`src/rtl/rom_pkg.sv`:
```
// Shared definitions for the ROM stream reader: read latency, default widths
// and the sequencer state encoding.
package rom_pkg;

    localparam int ROM_RD_LATENCY = 1;

    localparam int DEF_DATA_WIDTH = 8;
    localparam int DEF_ADDR_WIDTH = 8;

    localparam logic [1:0] IDLE  = 2'd0;
    localparam logic [1:0] RUN   = 2'd1;
    localparam logic [1:0] DRAIN = 2'd2;
    localparam logic [1:0] DONE  = 2'd3;

endpackage

```
`src/rtl/rom_stream_reader_if.sv`:
```
// Valid/ready word stream produced by the ROM stream reader.
interface rom_stream_reader_if
    import rom_pkg::*;
#(
    parameter int DATA_WIDTH = DEF_DATA_WIDTH
);

    logic [DATA_WIDTH-1:0] out_data;
    logic                  out_valid;
    logic                  out_ready;

    modport master (
        output out_data,
        output out_valid,
        input  out_ready
    );

    modport slave (
        input  out_data,
        input  out_valid,
        output out_ready
    );

endinterface

```
`src/rtl/sync_fifo.sv`:
```
// Small synchronous FIFO with a registered head word. dout is valid while
// empty=0 and stays unchanged until the head is popped.
module sync_fifo
    import rom_pkg::*;
#(
    parameter  int DATA_WIDTH = DEF_DATA_WIDTH,
    parameter  int FIFO_DEPTH = 2,
    localparam int PTR_W      = (FIFO_DEPTH > 1) ? $clog2(FIFO_DEPTH) : 1,
    localparam int CNT_W      = $clog2(FIFO_DEPTH + 1)
) (
    input  logic                  clk,
    input  logic                  rst_n,
    input  logic                  push,
    input  logic [DATA_WIDTH-1:0] din,
    input  logic                  pop,
    output logic [DATA_WIDTH-1:0] dout,
    output logic [CNT_W-1:0]      count,
    output logic                  empty,
    output logic                  full
);

    logic [DATA_WIDTH-1:0] mem [FIFO_DEPTH];
    logic [PTR_W-1:0]      rd_ptr;
    logic [PTR_W-1:0]      wr_ptr;
    logic [PTR_W-1:0]      rd_ptr_nxt;
    logic [PTR_W-1:0]      wr_ptr_nxt;
    logic [CNT_W-1:0]      cnt;
    logic                  do_push;
    logic                  do_pop;

    // Pointer advance with wrap at FIFO_DEPTH, so non power-of-two depths work.
    function automatic logic [PTR_W-1:0] ptr_inc(input logic [PTR_W-1:0] p);
        if (p == PTR_W'(FIFO_DEPTH - 1)) begin
            return '0;
        end
        return p + PTR_W'(1);
    endfunction

    assign empty      = (cnt == '0);
    assign full       = (cnt == CNT_W'(FIFO_DEPTH));
    assign count      = cnt;
    assign do_pop     = pop & ~empty;
    // A push into a full FIFO is accepted only when the head leaves in the same cycle.
    assign do_push    = push & (~full | do_pop);
    assign rd_ptr_nxt = ptr_inc(rd_ptr);
    assign wr_ptr_nxt = ptr_inc(wr_ptr);

    // Storage array; holds data only, so it carries no reset.
    always_ff @(posedge clk) begin
        if (do_push) begin
            mem[wr_ptr] <= din;
        end
    end

    // Pointers and occupancy; simultaneous push and pop leave the count unchanged.
    always_ff @(posedge clk or negedge rst_n) begin
        if (!rst_n) begin
            rd_ptr <= '0;
            wr_ptr <= '0;
            cnt    <= '0;
        end else begin
            if (do_push) begin
                wr_ptr <= wr_ptr_nxt;
            end
            if (do_pop) begin
                rd_ptr <= rd_ptr_nxt;
            end
            case ({do_push, do_pop})
                2'b10:   cnt <= cnt + CNT_W'(1);
                2'b01:   cnt <= cnt - CNT_W'(1);
                default: cnt <= cnt;
            endcase
        end
    end

    // Head register: follows the next stored word on a pop, or takes din when
    // the FIFO is (or is about to become) empty as a word arrives.
    always_ff @(posedge clk or negedge rst_n) begin
        if (!rst_n) begin
            dout <= '0;
        end else if (do_pop && (cnt > CNT_W'(1))) begin
            dout <= mem[rd_ptr_nxt];
        end else if (do_push && (empty || (do_pop && (cnt == CNT_W'(1))))) begin
            dout <= din;
        end
    end

endmodule

```
`src/rtl/rom_stream_reader.sv`:
```
// Sequencer in front of a single-port ROM with a registered q output. On a
// start command it reads `length` consecutive words from `base_addr` and
// streams them out through a small FIFO that absorbs the ROM latency and
// downstream backpressure.
module rom_stream_reader
    import rom_pkg::*;
#(
    parameter  int DATA_WIDTH = DEF_DATA_WIDTH,
    parameter  int ADDR_WIDTH = DEF_ADDR_WIDTH,
    parameter  int FIFO_DEPTH = 2,
    localparam int CNT_W      = $clog2(FIFO_DEPTH + 1)
) (
    input  logic                  clk,
    input  logic                  rst_n,
    input  logic                  start,
    input  logic [ADDR_WIDTH-1:0] base_addr,
    input  logic [ADDR_WIDTH:0]   length,
    output logic                  busy,
    output logic                  done,
    output logic [ADDR_WIDTH-1:0] rom_addr,
    input  logic [DATA_WIDTH-1:0] rom_q,
    rom_stream_reader_if.master   strm
);

    logic [1:0]            state;
    logic [ADDR_WIDTH:0]   len_q;
    logic [ADDR_WIDTH:0]   issue_cnt;
    logic                  pending;
    logic                  pop;
    logic                  issue;
    logic                  last_issue;
    logic                  drain_done;
    logic [CNT_W:0]        committed;
    logic [DATA_WIDTH-1:0] fifo_dout;
    logic [CNT_W-1:0]      fifo_count;
    logic                  fifo_empty;
    logic                  fifo_full;

    assign pop = ~fifo_empty & strm.out_ready;

    // Words already owed to the FIFO after this edge: stored + arriving - leaving.
    assign committed = {1'b0, fifo_count} + (CNT_W + 1)'(pending) - (CNT_W + 1)'(pop);

    // A read may be issued only if its word is guaranteed a FIFO slot when it
    // arrives one edge later, even if the consumer stalls from now on.
    assign issue = (state == RUN) && (issue_cnt < len_q) &&
                   (committed < (CNT_W + 1)'(FIFO_DEPTH)) && !(fifo_full && !pop);

    assign last_issue = (issue_cnt + (ADDR_WIDTH + 1)'(1)) == len_q;

    // The last word leaves on the cycle it is handshaken with nothing in flight.
    assign drain_done = !pending &&
                        (fifo_empty || ((fifo_count == CNT_W'(1)) && pop));

    assign busy = (state != IDLE);
    assign done = (state == DONE);

    // Sequencer: command latch, read issue and transfer completion.
    // rom_addr always holds the address the ROM samples at the next edge, so
    // an issue commits that read and moves rom_addr on to the following word
    // (wrapping modulo 2**ADDR_WIDTH). The first address is loaded by start.
    always_ff @(posedge clk or negedge rst_n) begin
        if (!rst_n) begin
            state     <= IDLE;
            rom_addr  <= '0;
            len_q     <= '0;
            issue_cnt <= '0;
            pending   <= 1'b0;
        end else begin
            pending <= issue;
            case (state)
                IDLE: begin
                    if (start) begin
                        len_q     <= length;
                        issue_cnt <= '0;
                        if (length != '0) begin
                            rom_addr <= base_addr;
                            state    <= RUN;
                        end else begin
                            state <= DONE;
                        end
                    end
                end
                RUN: begin
                    if (issue) begin
                        issue_cnt <= issue_cnt + (ADDR_WIDTH + 1)'(1);
                        if (last_issue) begin
                            state <= DRAIN;
                        end else begin
                            rom_addr <= rom_addr + ADDR_WIDTH'(1);
                        end
                    end
                end
                DRAIN: begin
                    if (drain_done) begin
                        state <= DONE;
                    end
                end
                DONE: begin
                    state <= IDLE;
                end
                default: begin
                    state <= IDLE;
                end
            endcase
        end
    end

    sync_fifo #(
        .DATA_WIDTH (DATA_WIDTH),
        .FIFO_DEPTH (FIFO_DEPTH)
    ) u_fifo (
        .clk   (clk),
        .rst_n (rst_n),
        .push  (pending),
        .din   (rom_q),
        .pop   (pop),
        .dout  (fifo_dout),
        .count (fifo_count),
        .empty (fifo_empty),
        .full  (fifo_full)
    );

    assign strm.out_data  = fifo_dout;
    assign strm.out_valid = ~fifo_empty;

endmodule

```
`src/flat_wrapper.sv`:
```
// flat-port wrapper written by rule: the top's interface ports become plain ports
module rom_stream_reader_flat import rom_pkg::*;
#(
    parameter  int DATA_WIDTH = DEF_DATA_WIDTH,
    parameter  int ADDR_WIDTH = DEF_ADDR_WIDTH,
    parameter  int FIFO_DEPTH = 2,
    localparam int CNT_W      = $clog2(FIFO_DEPTH + 1)
)
  (clk, rst_n, start, base_addr, length, busy, done, rom_addr, rom_q, strm_out_data, strm_out_valid, strm_out_ready);
  rom_stream_reader_if #(.DATA_WIDTH(DATA_WIDTH)) strm_i ();
  input  logic clk;
  input  logic rst_n;
  input  logic start;
  input  logic [ADDR_WIDTH-1:0] base_addr;
  input  logic [ADDR_WIDTH:0] length;
  output logic busy;
  output logic done;
  output logic [ADDR_WIDTH-1:0] rom_addr;
  input  logic [DATA_WIDTH-1:0] rom_q;
  output wire logic [$bits(strm_i.out_data)-1:0] strm_out_data;
  output wire logic [$bits(strm_i.out_valid)-1:0] strm_out_valid;
  input wire logic [$bits(strm_i.out_ready)-1:0] strm_out_ready;
  assign strm_out_data = strm_i.out_data;
  assign strm_out_valid = strm_i.out_valid;
  assign strm_i.out_ready = strm_out_ready;
  rom_stream_reader #(.DATA_WIDTH(DATA_WIDTH), .ADDR_WIDTH(ADDR_WIDTH), .FIFO_DEPTH(FIFO_DEPTH)) u_core (.clk(clk), .rst_n(rst_n), .start(start), .base_addr(base_addr), .length(length), .busy(busy), .done(done), .rom_addr(rom_addr), .rom_q(rom_q), .strm(strm_i));
endmodule
```
`config.mk`:
```
export PLATFORM = sky130hd
export DESIGN_NAME = rom_stream_reader_flat
export DESIGN_NICKNAME = d
export VERILOG_FILES = /design/src/rtl/rom_pkg.sv /design/src/rtl/rom_stream_reader_if.sv /design/src/rtl/sync_fifo.sv /design/src/rtl/rom_stream_reader.sv /design/src/flat_wrapper.sv
export SDC_FILE = /design/constraint.sdc
export NUM_CORES = 1
export LEC_CHECK = 0
export CORE_ASPECT_RATIO = 1.4
export CORE_MARGIN = 4
export CORE_UTILIZATION = 59
export DETAILED_ROUTE_END_ITERATION = 8
export PLACE_DENSITY = 0.95
export SLEW_MARGIN = 10
export SYNTH_ARGS = -nofsm -noshare
export SYNTH_HDL_FRONTEND = slang
export SYNTH_HIERARCHICAL = 1
export SYNTH_SLANG_ARGS = --single-unit
```
`constraint.sdc`:
```
create_clock -name clk -period 8.35 [get_ports clk]
set_input_delay 1.67 -clock clk [delete_from_list [all_inputs] [get_ports clk]]
set_output_delay 1.67 -clock clk [all_outputs]
set_load 0.03 [all_outputs]
```
# Word level (Yosys, flattened, before mapping)
# Memories as Yosys holds them, arrays and structs flattened.
# Cells that the tools add are included.
[op_classes]
add_sub_neg = 8
magnitude_cmp = 3
eq_ne = 14
muxes = 25
n_bitwise = 6
n_reduce_logical = 25
[ops]
columns = ["cell", "n"]
rows = [
  ["two-way mux 8 bit", 6],
  ["two-way mux 9 bit", 2],
  ["case mux 9 bit (2 select lines)", 1],
  ["case mux 8 bit (2 select lines)", 1],
  ["two-way mux 2 bit", 5],
  ["adder 9 x 1 -> 9 bit (second input constant)", 1],
  ["equality test 9 bit", 1],
  ["logical AND 1 bit", 9],
  ["< comparator 9 bit", 1],
  ["nonzero test 9 bit", 1],
  ["adder 8 x 1 -> 8 bit (second input constant)", 1],
  ["equality test 2 bit (second input constant)", 4],
  ["two-way mux 1 bit", 8],
  ["inequality test 2 x 1 -> 1 bit (second input constant)", 4],
  ["case mux 2 bit (4 select lines)", 1],
  ["nonzero test 2 bit", 4],
  ["equality test 2 x 1 -> 1 bit (second input constant)", 3],
  ["AND reduction 5 bit", 1],
  ["logical NOT 2 bit", 2],
  ["inequality test 2 bit (second input constant)", 2],
  ["case mux 2 bit (2 select lines)", 1],
  ["AND reduction 4 bit", 1],
  ["adder 2 x 1 -> 3 bit", 1],
  ["AND 1 bit", 3],
  ["other kinds (12)", 17],
]
[totals]
regBits = 41
mem_bits_rw = 16
in_bits = 29
out_inout_bits = 19
word_cells = 91
n_memories = 1
[memory_table]
columns = ["memory", "depth", "word_bits", "read_ports", "rd_ports_with_merged_regs", "wr", "line", "text"]
rows = [
  ["u_core.u_fifo.mem", 2, 8, 1, 0, 1, "sync_fifo.sv:22", "logic [DATA_WIDTH-1:0] mem [FIFO_DEPTH];"],
]

# Depth between registers and ports, before layout
[logic_depth]
word_depth = 9
ltp_mapped = 14
mapped_depth_nobuf = 13

# Cells and area by module
# Netlist, hierarchy kept.
[by_module_without_submodules]
columns = ["module", "instances", "cells_each", "area_per_inst_um2", "seq_area_each_um2"]
rows = [
  ["rom_stream_reader", 1, 245, 2190.9, 725.7],
  ["sync_fifo", 1, 79, 1293.7, 780.7],
]

# Worst setup path before layout
# OpenSTA, ideal clock, no wires.
[synth_timing]
kind = "input -> register"
from = "input strm_out_ready"
to = "register u_core.rom_addr[0]"
arrival_time_ns = 4.344
path_slack_ns = 3.937
path_stages = 11
n_path_buf = 0
path_cell_list = "nor2b_1 ha_1 nand2b_1 fa_1 xnor2_1 o21ai_0 a2111oi_2 nand2_1 a21o_1 or4_1 nand3_1"
[synth_via]
elab_chain_cells = 7
word_cells_on_any_way = 10
[synth_lines]
columns = ["item", "line", "text"]
rows = [
  ["start: declaration", "flat_wrapper.sv:22", "input wire logic [$bits(strm_i.out_ready)-1:0] strm_out_ready;"],
  ["AND 1 bit (*)", "rom_stream_reader.sv:39", "assign pop = ~fifo_empty & strm.out_ready;"],
  ["subtractor 3 x 1 -> 3 bit / logical NOT 1 bit (equally long branches)", "rom_stream_reader.sv:42, rom_stream_reader.sv:47", ""],
  ["< comparator 3 x 2 -> 1 bit / logical AND 1 bit (equally long branches)", "rom_stream_reader.sv:47", "(committed < (CNT_W + 1)'(FIFO_DEPTH)) && !(fifo_full && !pop);"],
  ["logical AND 1 bit / logical NOT 1 bit (equally long branches)", "rom_stream_reader.sv:46, rom_stream_reader.sv:47", ""],
  ["logical AND 1 bit (*)", "rom_stream_reader.sv:47", ""],
  ["inequality test 2 x 1 -> 1 bit (no line) (*)", "-", ""],
  ["AND reduction 5 bit (no line) (*)", "-", ""],
  ["end signal: assignment", "rom_stream_reader.sv:77", "rom_addr <= base_addr;"],
  ["end signal: assignment", "rom_stream_reader.sv:90", "rom_addr <= rom_addr + ADDR_WIDTH'(1);"],
  ["end: declaration", "rom_stream_reader.sv:20", "output logic [ADDR_WIDTH-1:0] rom_addr,"],
]
# Every way passes the cells marked *; elsewhere a longest branch is shown, timed or not.
# A chain may end at the register's enable or synchronous reset.

# Final worst setup path
[layout_timing]
from = "input strm_out_ready"
to = "register u_core.rom_addr[0]"
[layout_via]
elab_chain_cells = 7
word_cells_on_any_way = 10
[layout_lines]
columns = ["item", "line", "text"]
rows = [
  ["AND 1 bit (*)", "rom_stream_reader.sv:39", ""],
  ["via u_core.pop", "rom_stream_reader.sv:29", "logic pop;"],
  ["subtractor 3 x 1 -> 3 bit / logical NOT 1 bit (equally long branches)", "rom_stream_reader.sv:42, rom_stream_reader.sv:47", ""],
  ["< comparator 3 x 2 -> 1 bit / logical AND 1 bit (equally long branches)", "rom_stream_reader.sv:47", ""],
  ["logical AND 1 bit / logical NOT 1 bit (equally long branches)", "rom_stream_reader.sv:46, rom_stream_reader.sv:47", ""],
  ["logical AND 1 bit (*)", "rom_stream_reader.sv:47", ""],
  ["inequality test 2 x 1 -> 1 bit (no line) (*)", "-", ""],
  ["AND reduction 5 bit (no line) (*)", "-", ""],
]
# The timed path passes the listed nets; every way through them passes the cells marked *.

==> results.rst <==
.. list-table::
   :header-rows: 1

   * - Metric
     - Value
   * - Status
     - completed
   * - Type of the worst min-delay path
     - flip-flop to flip-flop
   * - Leading cell types in the layout, fill and taps excluded
     - 46 x sky130_fd_sc_hd__clkdlybuf4s50_1, 41 x sky130_fd_sc_hd__dfrtp_1, 27 x sky130_fd_sc_hd__inv_1
   * - Required time of the critical path
     - 8.62 ns
   * - Peak supply drop
     - 141 uV
   * - Met2 capacity usage during global routing
     - 44.8%
   * - Height of the die
     - 98.9 um
   * - Total global routing overflow
     - 0
   * - Dominant cells by area after synthesis
     - sky130_fd_sc_hd__dfrtp_1 29%, sky130_fd_sc_hd__edfxtp_1 14%, sky130_fd_sc_hd__mux2_2 8.4%
   * - Count of nets after finishing
     - 421
   * - Final Slew Violations
     - 0
   * - Clock Sink Count
     - 57
   * - Routed len/inst
     - 19.4 um
   * - Total power divided by cell area
     - 219 mW/mm^2
   * - Cell count after synthesis
     - 324
   * - GRT Util Overall
     - 25.3%
   * - Detailed-route wire length
     - 8.60 mm
   * - First-pass GRT wire length
     - 13.9 mm
   * - Critical Path Fanout Max
     - 8
   * - HPWL after detailed placement
     - 6.09 mm
   * - Portion of netlist area occupied by mux cells
     - 13.7%
   * - Nets in the synthesized netlist
     - 374
   * - Clock Skew
     - 0.00852 ns
   * - Number of H-tree levels
     - 3
   * - Kind of end point of the critical path
     - flip-flop
   * - Largest net degree at the start of global routing
     - 42
   * - GR met1 Demand/Resource
     - 27.4%
   * - Number of distinct standard cells referenced by the synthesized netlist
     - 61
   * - Post-synthesis share of cell area spent on and, or, nand and nor gates
     - 15.4%
   * - Area overhead of the layout relative to synthesis
     - 20.0%
   * - Full die area
     - 0.00722 mm^2
   * - Combinational family with the most area after synthesis
     - simple AND/OR/NAND/NOR gates
   * - Clock-pin slew of the registers on the worst-case setup and hold paths
     - 0.07 ns
   * - Adder-cell share of the synthesized area
     - 7.76%
   * - Final weighted congestion in routability-driven placement
     - 0.874
   * - Clk buf depth
     - 2
   * - Power, Total
     - 0.915 mW
   * - Number of resized instances in the post-cts repair step
     - 0
   * - Initial antenna violation count
     - 0
   * - Number of hold violations in the final report
     - 0
   * - Critical path data arrival time
     - 5.36 ns
   * - Post-CTS Setup Inserts
     - 0
   * - Number of enable-type register cells in the synthesized netlist
     - 16
   * - Leakage component of the power
     - 1.76 nW
   * - Period Utilization, post-route
     - 60.9%
   * - Initial core utilization
     - 62.2%
   * - Die Width
     - 73.0 um
   * - FP Rows
     - 32
   * - Number of vias per cell
     - 6.40
   * - Proportion of layout cells with a drive suffix above 1
     - 15.4%
   * - Share of synthesized area occupied by flip-flops and latches
     - 43.2%
   * - Total number of yosys warnings
     - 6
   * - Layer with the highest usage
     - met2
   * - Core area
     - 0.00561 mm^2
   * - Critical path launch point type
     - input pin
   * - Highest attainable clock frequency
     - 197 MHz
   * - Final setup violation count
     - 0
   * - Final-layout fill cell count
     - 383
   * - RSZ-0062 raised after global routing
     - false
   * - Clock latency reported for the late side of the worst-skew pair
     - 0.35 ns
   * - Normalized max-slew margin
     - 38.9%
   * - Via count of the first global-routing pass
     - 2950
   * - Detailed-route DRC error count
     - 0
   * - Final antenna-violating net count
     - 0
   * - Mapped cell area
     - 0.00348 mm^2
   * - CTS buffer count
     - 9
   * - Leading cell type in the layout, fill and taps excluded
     - sky130_fd_sc_hd__clkdlybuf4s50_1
   * - Final sum of negative setup slack
     - 0 ns
   * - CTS tree
     - done
   * - Class of the most critical setup path
     - input pin to flip-flop
   * - Leading area contributor after synthesis
     - sky130_fd_sc_hd__dfrtp_1
   * - Total via count after detailed routing
     - 2843
   * - Total of hold buffers inserted after clock tree synthesis
     - 0
   * - Port-buffer cells
     - 47
   * - Clock root buffer
     - sky130_fd_sc_hd__clkbuf_8
   * - First-pass DRT Iterations
     - 6
   * - Post-Synth XOR/XNOR Area
     - 3.77%
   * - Io pins
     - 48
   * - Number of maximum-capacitance constraint violations
     - 0
   * - Slew at the pin closest to its max-slew limit
     - 0.916 ns
   * - Synthesized-area fraction occupied by ao, oa, aoi and oai cells
     - 11.4%
   * - Register bit total from synthesis
     - 57
   * - Count of routing violations after the opening detailed-route iteration
     - 358
   * - Synthesized area per cell
     - 10.8 um^2
   * - Area share of the largest cell type after synthesis
     - 29.4%
   * - GR Layer Usage met3
     - 6.63%
   * - Minimum clock period
     - 5.09 ns
   * - Asr flop ratio synth
     - 71.9%
   * - Antenna diode count
     - 0
   * - Most used flip-flop cell after synthesis
     - sky130_fd_sc_hd__dfrtp_1
==> state kept, by name, indices dropped and copies added (netlist names) <==
name and cells:
u_core/state 2, u_core/issue_cnt 9, u_core/u_fifo/dout 8, u_core/len_q 9
u_core/u_fifo/rd_ptr 1, u_core/u_fifo/count 2, u_core/rom_addr 8, u_core/pending 1
u_core/u_fifo/wr_ptr 1, u_core/u_fifo/mem 16
==> cells by family (layout without fill, tap and decap cells) <==
family	count (synthesis)	count (layout)
flops	57	57
simple gates	96	96
fa+ha+maj	21	21
compound gates	57	57
buf+inv	38	90
xor+xnor	15	15
mux	40	40
==> routing by layer <==
metal  vias up  wire (um)
met5         -          0
met2       149       4600
met3        38        600
li1       1278          -
met4         0        257
met1      1378       3140
==> cell usage after synthesis, drive strengths merged, types with 3 or more instances <==
cell    instances
a21oi           7
a31oi           3
and3            4
buf             6
clkbuf          5
dfrtp          41
edfxtp         16
ha             20
inv            27
mux2           35
mux2i           5
nand2          19
nand2b          6
nand3          12
nand4           7
nor2           18
nor2b           3
nor3            8
nor3b           3
nor4            6
o21ai          18
o31ai           3
xnor2          11
xor2            4
==> critical path: stages <==
cell and delay [ns]:
sky130_fd_sc_hd__clkdlybuf4s50_1 0.48, sky130_fd_sc_hd__nor2b_1 0.37, sky130_fd_sc_hd__ha_1 0.31, sky130_fd_sc_hd__nand2b_1 0.16
sky130_fd_sc_hd__fa_1 0.39, sky130_fd_sc_hd__xnor2_1 0.16, sky130_fd_sc_hd__o21ai_0 0.12, sky130_fd_sc_hd__a2111oi_2 0.47
sky130_fd_sc_hd__nand2_1 0.26, sky130_fd_sc_hd__a21o_1 0.35, sky130_fd_sc_hd__or4_1 0.52, sky130_fd_sc_hd__nand3_1 0.11
==> layout make-up <==
class                   instances  area, um^2  share of cell area [%]
clock buffers                  10         128                    3.05
flip-flops and latches         57        1510                    36.0
clock inverters                 6        82.6                    1.98
inverters                      27         101                    2.42
multi-input cells             229        1810                    43.3
well taps                      68        85.1                    2.04
repair buffers                 47         465                    11.1
==> through the flow <==
| stage | instance area (um^2) | setup slack [ns] | util (%) | instances | hold slack (ns) |
|---|---|---|---|---|---|
| global placement | 3970 | 3.20 | 70.8 | 428 | 0.482 |
| finish | 4180 | 3.26 | 74.6 | 444 | 0.506 |
| CTS | 4180 | 3.38 | 74.6 | 444 | 0.509 |
| floorplan | 3480 | 3.94 | - | 324 | 0.468 |
| global route | 4180 | 3.03 | 74.6 | 444 | 0.525 |
| detailed placement | 3970 | 3.03 | 70.8 | 428 | 0.500 |
==> worst paths after layout <==
kind / slack [ns] / cells past startpoint / endpoint / startpoint
max: 3.26 / 12 / u_core/rom_addr[0]$_DFFE_PN0P_ / strm_out_ready
min: 0.51 / 1 / u_core/u_fifo/dout[0]$_DFFE_PN0P_ / u_core/u_fifo/dout[0]$_DFFE_PN0P_
max reg2reg: 4.11 / 13 / u_core/rom_addr[0]$_DFFE_PN0P_ / u_core/u_fifo/count[1]$_DFFE_PN0P_
min reg2reg: 0.51 / 1 / u_core/u_fifo/dout[0]$_DFFE_PN0P_ / u_core/u_fifo/dout[0]$_DFFE_PN0P_
max in group asynchronous: 6.31 / 1 / u_core/len_q[3]$_DFFE_PN0P_ / rst_n
min in group asynchronous: 1.46 / 1 / u_core/rom_addr[6]$_DFFE_PN0P_ / rst_n
==> where the power goes <==
part | switching (mW) | internal [mW]
Combinational | 0.140 | 0.148
Clock | 0.114 | 0.166
Sequential | 0.0314 | 0.315
Total | 0.286 | 0.630
(Power assumes the default switching activity.)
